--- config.mk ---
export PLATFORM = sky130hd
export DESIGN_NAME = fpu_issue_arbiter_flat
export DESIGN_NICKNAME = d
export VERILOG_FILES = /design/src/rtl/fpu_issue_arbiter_if.sv /design/src/rtl/fpu_issue_arbiter.sv /design/src/flat_wrapper.sv
export SDC_FILE = /design/constraint.sdc
export NUM_CORES = 1
export LEC_CHECK = 0
export ABC_AREA = 0
export CAP_MARGIN = 0
export CORE_AREA = 2 2 224 226
export CTS_BUF_LIST = sky130_fd_sc_hd__clkbuf_8 sky130_fd_sc_hd__clkbuf_16
export DETAILED_ROUTE_END_ITERATION = 10
export DIE_AREA = 0 0 226 228
export HOLD_SLACK_MARGIN = 0.06
export SLEW_MARGIN = 0
export SYNTH_ARGS = -nofsm -noshare
export SYNTH_HDL_FRONTEND = slang
export SYNTH_SLANG_ARGS = --single-unit
--- constraint.sdc ---
create_clock -name clk -period 2.5 [get_ports clk]
set_clock_uncertainty 0.1 [all_clocks]
set_input_delay 0.375 -clock clk [delete_from_list [all_inputs] [get_ports clk]]
set_output_delay 0.375 -clock clk [all_outputs]
set_load 0.03 [all_outputs]
--- src/rtl/fpu_issue_arbiter_if.sv ---
// rtl/fpu_issue_arbiter_if.sv - request/response bundle between requesters and the FPU issue arbiter
interface fpu_issue_arbiter_if;
  logic [1:0]   req_valid;
  logic [1:0]   req_ready;
  logic [13:0]  req_opcode;
  logic [5:0]   req_rm;
  logic [127:0] req_a;
  logic [127:0] req_b;
  logic         resp_valid;
  logic         resp_ready;
  logic         resp_id;
  logic [63:0]  resp_result;
  logic [3:0]   resp_flags;
  logic [3:0]   resp_cmp;

  modport master (
    output req_valid, req_opcode, req_rm, req_a, req_b, resp_ready,
    input  req_ready, resp_valid, resp_id, resp_result, resp_flags, resp_cmp
  );

  modport slave (
    input  req_valid, req_opcode, req_rm, req_a, req_b, resp_ready,
    output req_ready, resp_valid, resp_id, resp_result, resp_flags, resp_cmp
  );
endinterface

--- src/rtl/fpu_issue_arbiter.sv ---
// rtl/fpu_issue_arbiter.sv - round-robin two-requester front end for one shared FPU (option: FPU_ACCRUED_FLAGS_EN)
module fpu_issue_arbiter #(
  parameter int unsigned LAT_ADD  = 3,
  parameter int unsigned LAT_MUL  = 3,
  parameter int unsigned LAT_DIV  = 12,
  parameter int unsigned LAT_SQRT = 12,
  parameter int unsigned LAT_CVT  = 2,
  parameter int unsigned LAT_CMP  = 1,
  parameter int unsigned CNT_W    = 6
) (
  input  logic                clk,
  input  logic                rst,
  fpu_issue_arbiter_if.slave  bus,
  output logic [6:0]          fpu_opcode,
  output logic [2:0]          fpu_rm,
  output logic [63:0]         fpu_a,
  output logic [63:0]         fpu_b,
  input  logic [63:0]         fpu_result,
  input  logic [3:0]          fpu_flags,
  input  logic [3:0]          fpu_cmp,
  output logic                busy
`ifdef FPU_ACCRUED_FLAGS_EN
  ,
  input  logic                flags_clr,
  output logic [3:0]          accrued_flags
`endif
);

  typedef enum logic [1:0] {S_IDLE, S_EXEC, S_RESP} state_t;

  state_t           state_q, state_d;
  logic             rr_q;
  logic             g_q;
  logic [CNT_W-1:0] cnt_q;
  logic             gnt;
  logic             gnt_valid;
  logic [1:0]       req_ready_c;
  logic [6:0]       sel_opcode;
  logic [2:0]       sel_rm;
  logic [63:0]      sel_a;
  logic [63:0]      sel_b;

  // Counter preload is latency minus one; unknown opcodes resolve in a single cycle.
  function automatic logic [CNT_W-1:0] lat_m1(input logic [6:0] op);
    int unsigned lat;
    case (op[6:2])
      5'b00000, 5'b00001: lat = LAT_ADD;
      5'b00010:           lat = LAT_MUL;
      5'b00011:           lat = LAT_DIV;
      5'b01011:           lat = LAT_SQRT;
      5'b10100:           lat = LAT_CMP;
      5'b00100, 5'b00101: lat = LAT_CVT;
      default:            lat = 1;
    endcase
    return CNT_W'(lat - 1);
  endfunction

  // Round-robin grant: the pointer side wins when valid, otherwise the other side.
  always_comb begin
    gnt       = rr_q;
    gnt_valid = 1'b0;
    if (bus.req_valid[rr_q]) begin
      gnt       = rr_q;
      gnt_valid = 1'b1;
    end else if (bus.req_valid[~rr_q]) begin
      gnt       = ~rr_q;
      gnt_valid = 1'b1;
    end
  end

  assign sel_opcode = gnt ? bus.req_opcode[13:7] : bus.req_opcode[6:0];
  assign sel_rm     = gnt ? bus.req_rm[5:3]      : bus.req_rm[2:0];
  assign sel_a      = gnt ? bus.req_a[127:64]    : bus.req_a[63:0];
  assign sel_b      = gnt ? bus.req_b[127:64]    : bus.req_b[63:0];

  // Next-state decode and the IDLE-only request accept.
  always_comb begin
    state_d     = state_q;
    req_ready_c = 2'b00;
    case (state_q)
      S_IDLE: begin
        if (gnt_valid) begin
          req_ready_c[gnt] = 1'b1;
          state_d          = S_EXEC;
        end
      end
      S_EXEC: if (cnt_q == '0) state_d = S_RESP;
      S_RESP: if (bus.resp_ready) state_d = S_IDLE;
      default: state_d = S_IDLE;
    endcase
  end

  assign bus.req_ready = req_ready_c;
  assign busy          = (state_q != S_IDLE);

  // Latch the granted op, count down its latency, capture the FPU answer, hold it until taken.
  always_ff @(posedge clk) begin
    if (rst) begin
      state_q         <= S_IDLE;
      rr_q            <= 1'b0;
      g_q             <= 1'b0;
      cnt_q           <= '0;
      fpu_opcode      <= '0;
      fpu_rm          <= '0;
      fpu_a           <= '0;
      fpu_b           <= '0;
      bus.resp_valid  <= 1'b0;
      bus.resp_id     <= 1'b0;
      bus.resp_result <= '0;
      bus.resp_flags  <= '0;
      bus.resp_cmp    <= '0;
    end else begin
      state_q <= state_d;
      case (state_q)
        S_IDLE: begin
          if (gnt_valid) begin
            fpu_opcode <= sel_opcode;
            fpu_rm     <= sel_rm;
            fpu_a      <= sel_a;
            fpu_b      <= sel_b;
            g_q        <= gnt;
            cnt_q      <= lat_m1(sel_opcode);
          end
        end
        S_EXEC: begin
          if (cnt_q == '0) begin
            bus.resp_valid  <= 1'b1;
            bus.resp_id     <= g_q;
            bus.resp_result <= fpu_result;
            bus.resp_flags  <= fpu_flags;
            bus.resp_cmp    <= fpu_cmp;
          end else begin
            cnt_q <= cnt_q - CNT_W'(1);
          end
        end
        S_RESP: begin
          if (bus.resp_ready) begin
            bus.resp_valid <= 1'b0;
            rr_q           <= ~g_q;
          end
        end
        default: ;
      endcase
    end
  end

`ifdef FPU_ACCRUED_FLAGS_EN
  // Sticky OR of delivered flags; a clear takes effect before the same-cycle response is merged.
  always_ff @(posedge clk) begin
    if (rst) begin
      accrued_flags <= '0;
    end else begin
      accrued_flags <= (flags_clr ? 4'b0000 : accrued_flags) |
                       ((state_q == S_RESP && bus.resp_ready) ? bus.resp_flags : 4'b0000);
    end
  end
`endif

endmodule
--- src/flat_wrapper.sv ---
// flat-port wrapper written by rule: the top's interface ports become plain ports
module fpu_issue_arbiter_flat 
#(
  parameter int unsigned LAT_ADD  = 3,
  parameter int unsigned LAT_MUL  = 3,
  parameter int unsigned LAT_DIV  = 12,
  parameter int unsigned LAT_SQRT = 12,
  parameter int unsigned LAT_CVT  = 2,
  parameter int unsigned LAT_CMP  = 1,
  parameter int unsigned CNT_W    = 6
)
  (clk, rst, fpu_opcode, fpu_rm, fpu_a, fpu_b, fpu_result, fpu_flags, fpu_cmp, busy, bus_req_valid, bus_req_opcode, bus_req_rm, bus_req_a, bus_req_b, bus_resp_ready, bus_req_ready, bus_resp_valid, bus_resp_id, bus_resp_result, bus_resp_flags, bus_resp_cmp);
  fpu_issue_arbiter_if bus_i ();
  input  logic clk;
  input  logic rst;
  output logic [6:0] fpu_opcode;
  output logic [2:0] fpu_rm;
  output logic [63:0] fpu_a;
  output logic [63:0] fpu_b;
  input  logic [63:0] fpu_result;
  input  logic [3:0] fpu_flags;
  input  logic [3:0] fpu_cmp;
  output logic busy;
  input wire logic [$bits(bus_i.req_valid)-1:0] bus_req_valid;
  input wire logic [$bits(bus_i.req_opcode)-1:0] bus_req_opcode;
  input wire logic [$bits(bus_i.req_rm)-1:0] bus_req_rm;
  input wire logic [$bits(bus_i.req_a)-1:0] bus_req_a;
  input wire logic [$bits(bus_i.req_b)-1:0] bus_req_b;
  input wire logic [$bits(bus_i.resp_ready)-1:0] bus_resp_ready;
  output wire logic [$bits(bus_i.req_ready)-1:0] bus_req_ready;
  output wire logic [$bits(bus_i.resp_valid)-1:0] bus_resp_valid;
  output wire logic [$bits(bus_i.resp_id)-1:0] bus_resp_id;
  output wire logic [$bits(bus_i.resp_result)-1:0] bus_resp_result;
  output wire logic [$bits(bus_i.resp_flags)-1:0] bus_resp_flags;
  output wire logic [$bits(bus_i.resp_cmp)-1:0] bus_resp_cmp;
  assign bus_i.req_valid = bus_req_valid;
  assign bus_i.req_opcode = bus_req_opcode;
  assign bus_i.req_rm = bus_req_rm;
  assign bus_i.req_a = bus_req_a;
  assign bus_i.req_b = bus_req_b;
  assign bus_i.resp_ready = bus_resp_ready;
  assign bus_req_ready = bus_i.req_ready;
  assign bus_resp_valid = bus_i.resp_valid;
  assign bus_resp_id = bus_i.resp_id;
  assign bus_resp_result = bus_i.resp_result;
  assign bus_resp_flags = bus_i.resp_flags;
  assign bus_resp_cmp = bus_i.resp_cmp;
  fpu_issue_arbiter #(.LAT_ADD(LAT_ADD), .LAT_MUL(LAT_MUL), .LAT_DIV(LAT_DIV), .LAT_SQRT(LAT_SQRT), .LAT_CVT(LAT_CVT), .LAT_CMP(LAT_CMP), .CNT_W(CNT_W)) u_core (.clk(clk), .rst(rst), .bus(bus_i), .fpu_opcode(fpu_opcode), .fpu_rm(fpu_rm), .fpu_a(fpu_a), .fpu_b(fpu_b), .fpu_result(fpu_result), .fpu_flags(fpu_flags), .fpu_cmp(fpu_cmp), .busy(busy));
endmodule
==> impl_metrics.py <==
metrics = {
    "global_route": {
        "antenna_found_initial": 1,
        "grt_usage_pct": 13.8,
        "grt-ovfl-total": 0,
        "grt_max_degree": 109,
        "grt_pass1_vias": 9378,
        "grt_pass1_wl_mm": 55.0,
    },
    "detailed_routing": {
        "dr_total_vias": 9328,
        "drt-initial-drc-count": 299,
        "vias_per_cell": 4.10,
        "drc": 0,
        "drt-total-wl_mm": 37.4,
        "routedWlPerCell_um": 16.4,
        "ant_nets": 0,
        "drt_pass1_iterations": 4,
    },
    "sta": {
        "clock.fmax_mhz": 412,
        "period_share_pct": 97.1,
        "finalHoldViolCount": 0,
        "rsz0062_at_grt": "yes",
        "fin_setup_tns_ns": 0,
        "period_needed_ns": 2.43,
        "final-setup-viol-count": 0,
        "slew_headroom_pct": 48.5,
        "worst_pin_slew_ns": 0.772,
        "hold_slack_ns": 0.114,
        "slew_violations": 0,
    },
    "min_path": {
        "hp-class": "input pin to flip-flop",
        "hold_depth": 2,
    },
    "floorplanning": {
        "dieArea_mm2": 0.0515,
        "die_w_um": 226,
        "start_util_pct": 18.5,
        "ios": 568,
        "design.core.area_mm2": 0.0493,
        "rows": 82,
        "die_h_um": 228,
    },
    "placement": {
        "gp_congestion": 0.825,
        "hpwl_mm": 29.4,
        "place_area_mm2": 0.0157,
        "port_buffers": 567,
    },
    "power": {
        "ir_drop_uv": 410,
        "power_density_mw_per_mm2": 969,
        "p_leak_uw": 0.00601,
        "design_power_total_uw": 16100,
    },
    "clock_tree": {
        "cts_tree": "done",
        "clk_path_buf_depth": 3,
        "cts_made_buffers": 27,
        "clock_sinks": 222,
        "root_buffer": "clkbuf_16",
        "clk_latency_ns": 0.54,
        "htreeDepth": 1,
        "clkTransAtPathRegs_ns": 0.06,
    },
    "setup_path": {
        "arrival_ns": 2.76,
        "worst-path-max-fanout": 8,
        "reg2reg_depth": 8,
        "worstSetupPathType": "input pin to flip-flop",
        "required_ns": 2.84,
        "end_kind": "flip-flop",
        "critPathLaunchType": "input pin",
    },
    "synthesis": {
        "avgSynthCellArea_um2": 8.87,
        "ys_types": 37,
        "synth_nets": 1383,
        "netlist_instances": 1029,
        "ys_ff_latch": 222,
        "synth_warnings": 0,
        "syn_area_mm2": 0.00913,
        "ys_seq_area_share_pct": 48.7,
    },
    "final_layout": {
        "antenna_cells": 0,
        "drive_gt1_share_pct": 6.43,
        "final_area_mm2": 0.0166,
        "fillers": 5095,
        "fin_nets": 1936,
        "area_delta_synth_final_pct": 82.3,
    },
    "job": {
        "maxCapViolations": 0,
    },
    "outcome": {
        "status": "finished clean",
    },
}
-- final timing paths --
| check | from | to | slack [ns] |
|---|---|---|---|
| max reg2reg | u_core.rr_q | u_core.cnt_q[4] | 0.14 |
| max | bus_req_valid[1] | u_core.cnt_q[4] | 0.07 |
| min reg2reg | u_core.bus.resp_result[11] | u_core.bus.resp_result[11] | 0.35 |
| min | rst | u_core.bus.resp_valid | 0.11 |
-- timing repair --
| action | 4_1_cts | 5_1_grt |
|---|---|---|
| pin swaps | 0 | 0 |
| endpoints found under the hold margin | 0 | 0 |
| gates resized for setup | 5 | 2 |
| endpoints found under the setup margin | 2 | 2 |
| hold buffers | 0 | 0 |
| buffers inserted | 0 | 5 |
| gates cloned | 0 | 0 |
-- where the power goes --
| group | internal (uW) | leakage, uW | switching (uW) |
|---|---|---|---|
| registers | 4450 | 0.00183 | 491 |
| logic | 3100 | 0.00373 | 4320 |
| clock network | 2180 | 0.000451 | 1560 |
| total | 9740 | 0.00601 | 6380 |
-- synthesized netlist by cell type, drive strengths merged --
master | count | area [um^2]
o22a | 1 | 8.76
o21a | 2 | 15.0
nor3 | 1 | 5.00
a311oi | 2 | 17.5
a21oi | 87 | 435
nand2 | 157 | 589
inv | 6 | 22.5
or3 | 1 | 6.26
nand3 | 2 | 10.0
mux2 | 2 | 26.3
a31oi | 3 | 18.8
a221o | 1 | 10.0
nor4 | 1 | 6.26
and3 | 2 | 12.5
nor2 | 152 | 571
mux2i | 137 | 1370
a22oi | 1 | 7.51
or4 | 2 | 15.0
nand3b | 1 | 7.51
o211ai | 1 | 7.51
o2111a | 1 | 11.3
o311ai | 1 | 8.76
o2111ai | 1 | 8.76
nand2b | 3 | 18.8
o21ai | 6 | 30.0
a21o | 2 | 15.0
or2 | 1 | 6.26
nor2b | 3 | 18.8
dfxtp | 222 | 4440
a41o | 1 | 10.0
ha | 1 | 12.5
and2 | 2 | 12.5
buf | 16 | 86.3
a211oi | 134 | 1010
clkbuf | 73 | 274
-- metal layers --
| metal | part of all wire, % | global-route usage [%] | vias up |
|---|---|---|---|
| met5 | 0.029 | 0 | - |
| met4 | 3.8 | 5.40 | 2 |
| met3 | 9.5 | 4.78 | 61 |
| met2 | 49 | 25.1 | 389 |
| met1 | 38 | 14.5 | 4145 |
| li1 | - | - | 4731 |
-- flip-flops by register name, summed over array words and instances (netlist names) --
register,cells
u_core.bus.resp_cmp,4
u_core.rr_q,1
u_core.fpu_a,64
u_core.bus.resp_flags,4
u_core.fpu_rm,3
u_core.bus.resp_id,1
u_core.bus.resp_valid,1
u_core.bus.resp_result,64
u_core.state_q,2
u_core.fpu_opcode,7
u_core.cnt_q,6
u_core.g_q,1
u_core.fpu_b,64
-- through the flow --
stage	util [%]	std cells	setup WS [ns]
after floorplan	-	1029	0.0221
final	33.7	2275	0.0723
after detailed placement	31.9	2220	-0.460
after global routing	33.7	2275	-0.00962
after global placement	31.9	2220	-0.415
after CTS	33.6	2270	0.0543
-- kinds of logic after synthesis --
logic type | after synthesis | synth area share (%)
simple gates | 328 | 14.0
compound gates | 244 | 17.6
flops | 222 | 48.7
mux | 139 | 15.3
buf+inv | 95 | 4.20
fa+ha+maj | 1 | 0.137
-- cell type report --
type | count | area, um^2 | share of cell area, %
timing repair buffer | 613 | 6130 | 36.8
sequential | 222 | 4440 | 26.7
multi-input combinational | 712 | 4350 | 26.2
tap | 672 | 841 | 5.05
clock buffer | 31 | 731 | 4.39
clock inverter | 19 | 123 | 0.737
inverter | 6 | 22.5 | 0.135
-- placed cells by master (no fill, tap or decap), drive strengths merged, types with 2 or more instances in the layout --
cell type,synthesis,final
a31oi,3,3
o21a,2,2
a21o,2,2
buf,16,48
nand3,2,2
nand2,157,157
mux2i,137,137
a311oi,2,2
o21ai,6,6
clkinvlp,0,2
dfxtp,222,222
nand2b,3,3
a21oi,87,87
clkinv,0,6
and2,2,2
a211oi,134,134
nor2,152,152
clkdlybuf4s50,0,564
and3,2,2
or4,2,2
mux2,2,2
inv,6,16
nor2b,3,3
clkbuf,73,31
-- critical path: stages --
cell	delay, ns
clkdlybuf4s50_1	0.49
nand2b_1	0.17
o21a_4	0.24
mux2_4	0.32
or4_4	0.57
nand2_2	0.10
ha_4	0.16
a311oi_2	0.10
a31oi_1	0.16
nor2_1	0.07
(Power assumes the default switching activity.)
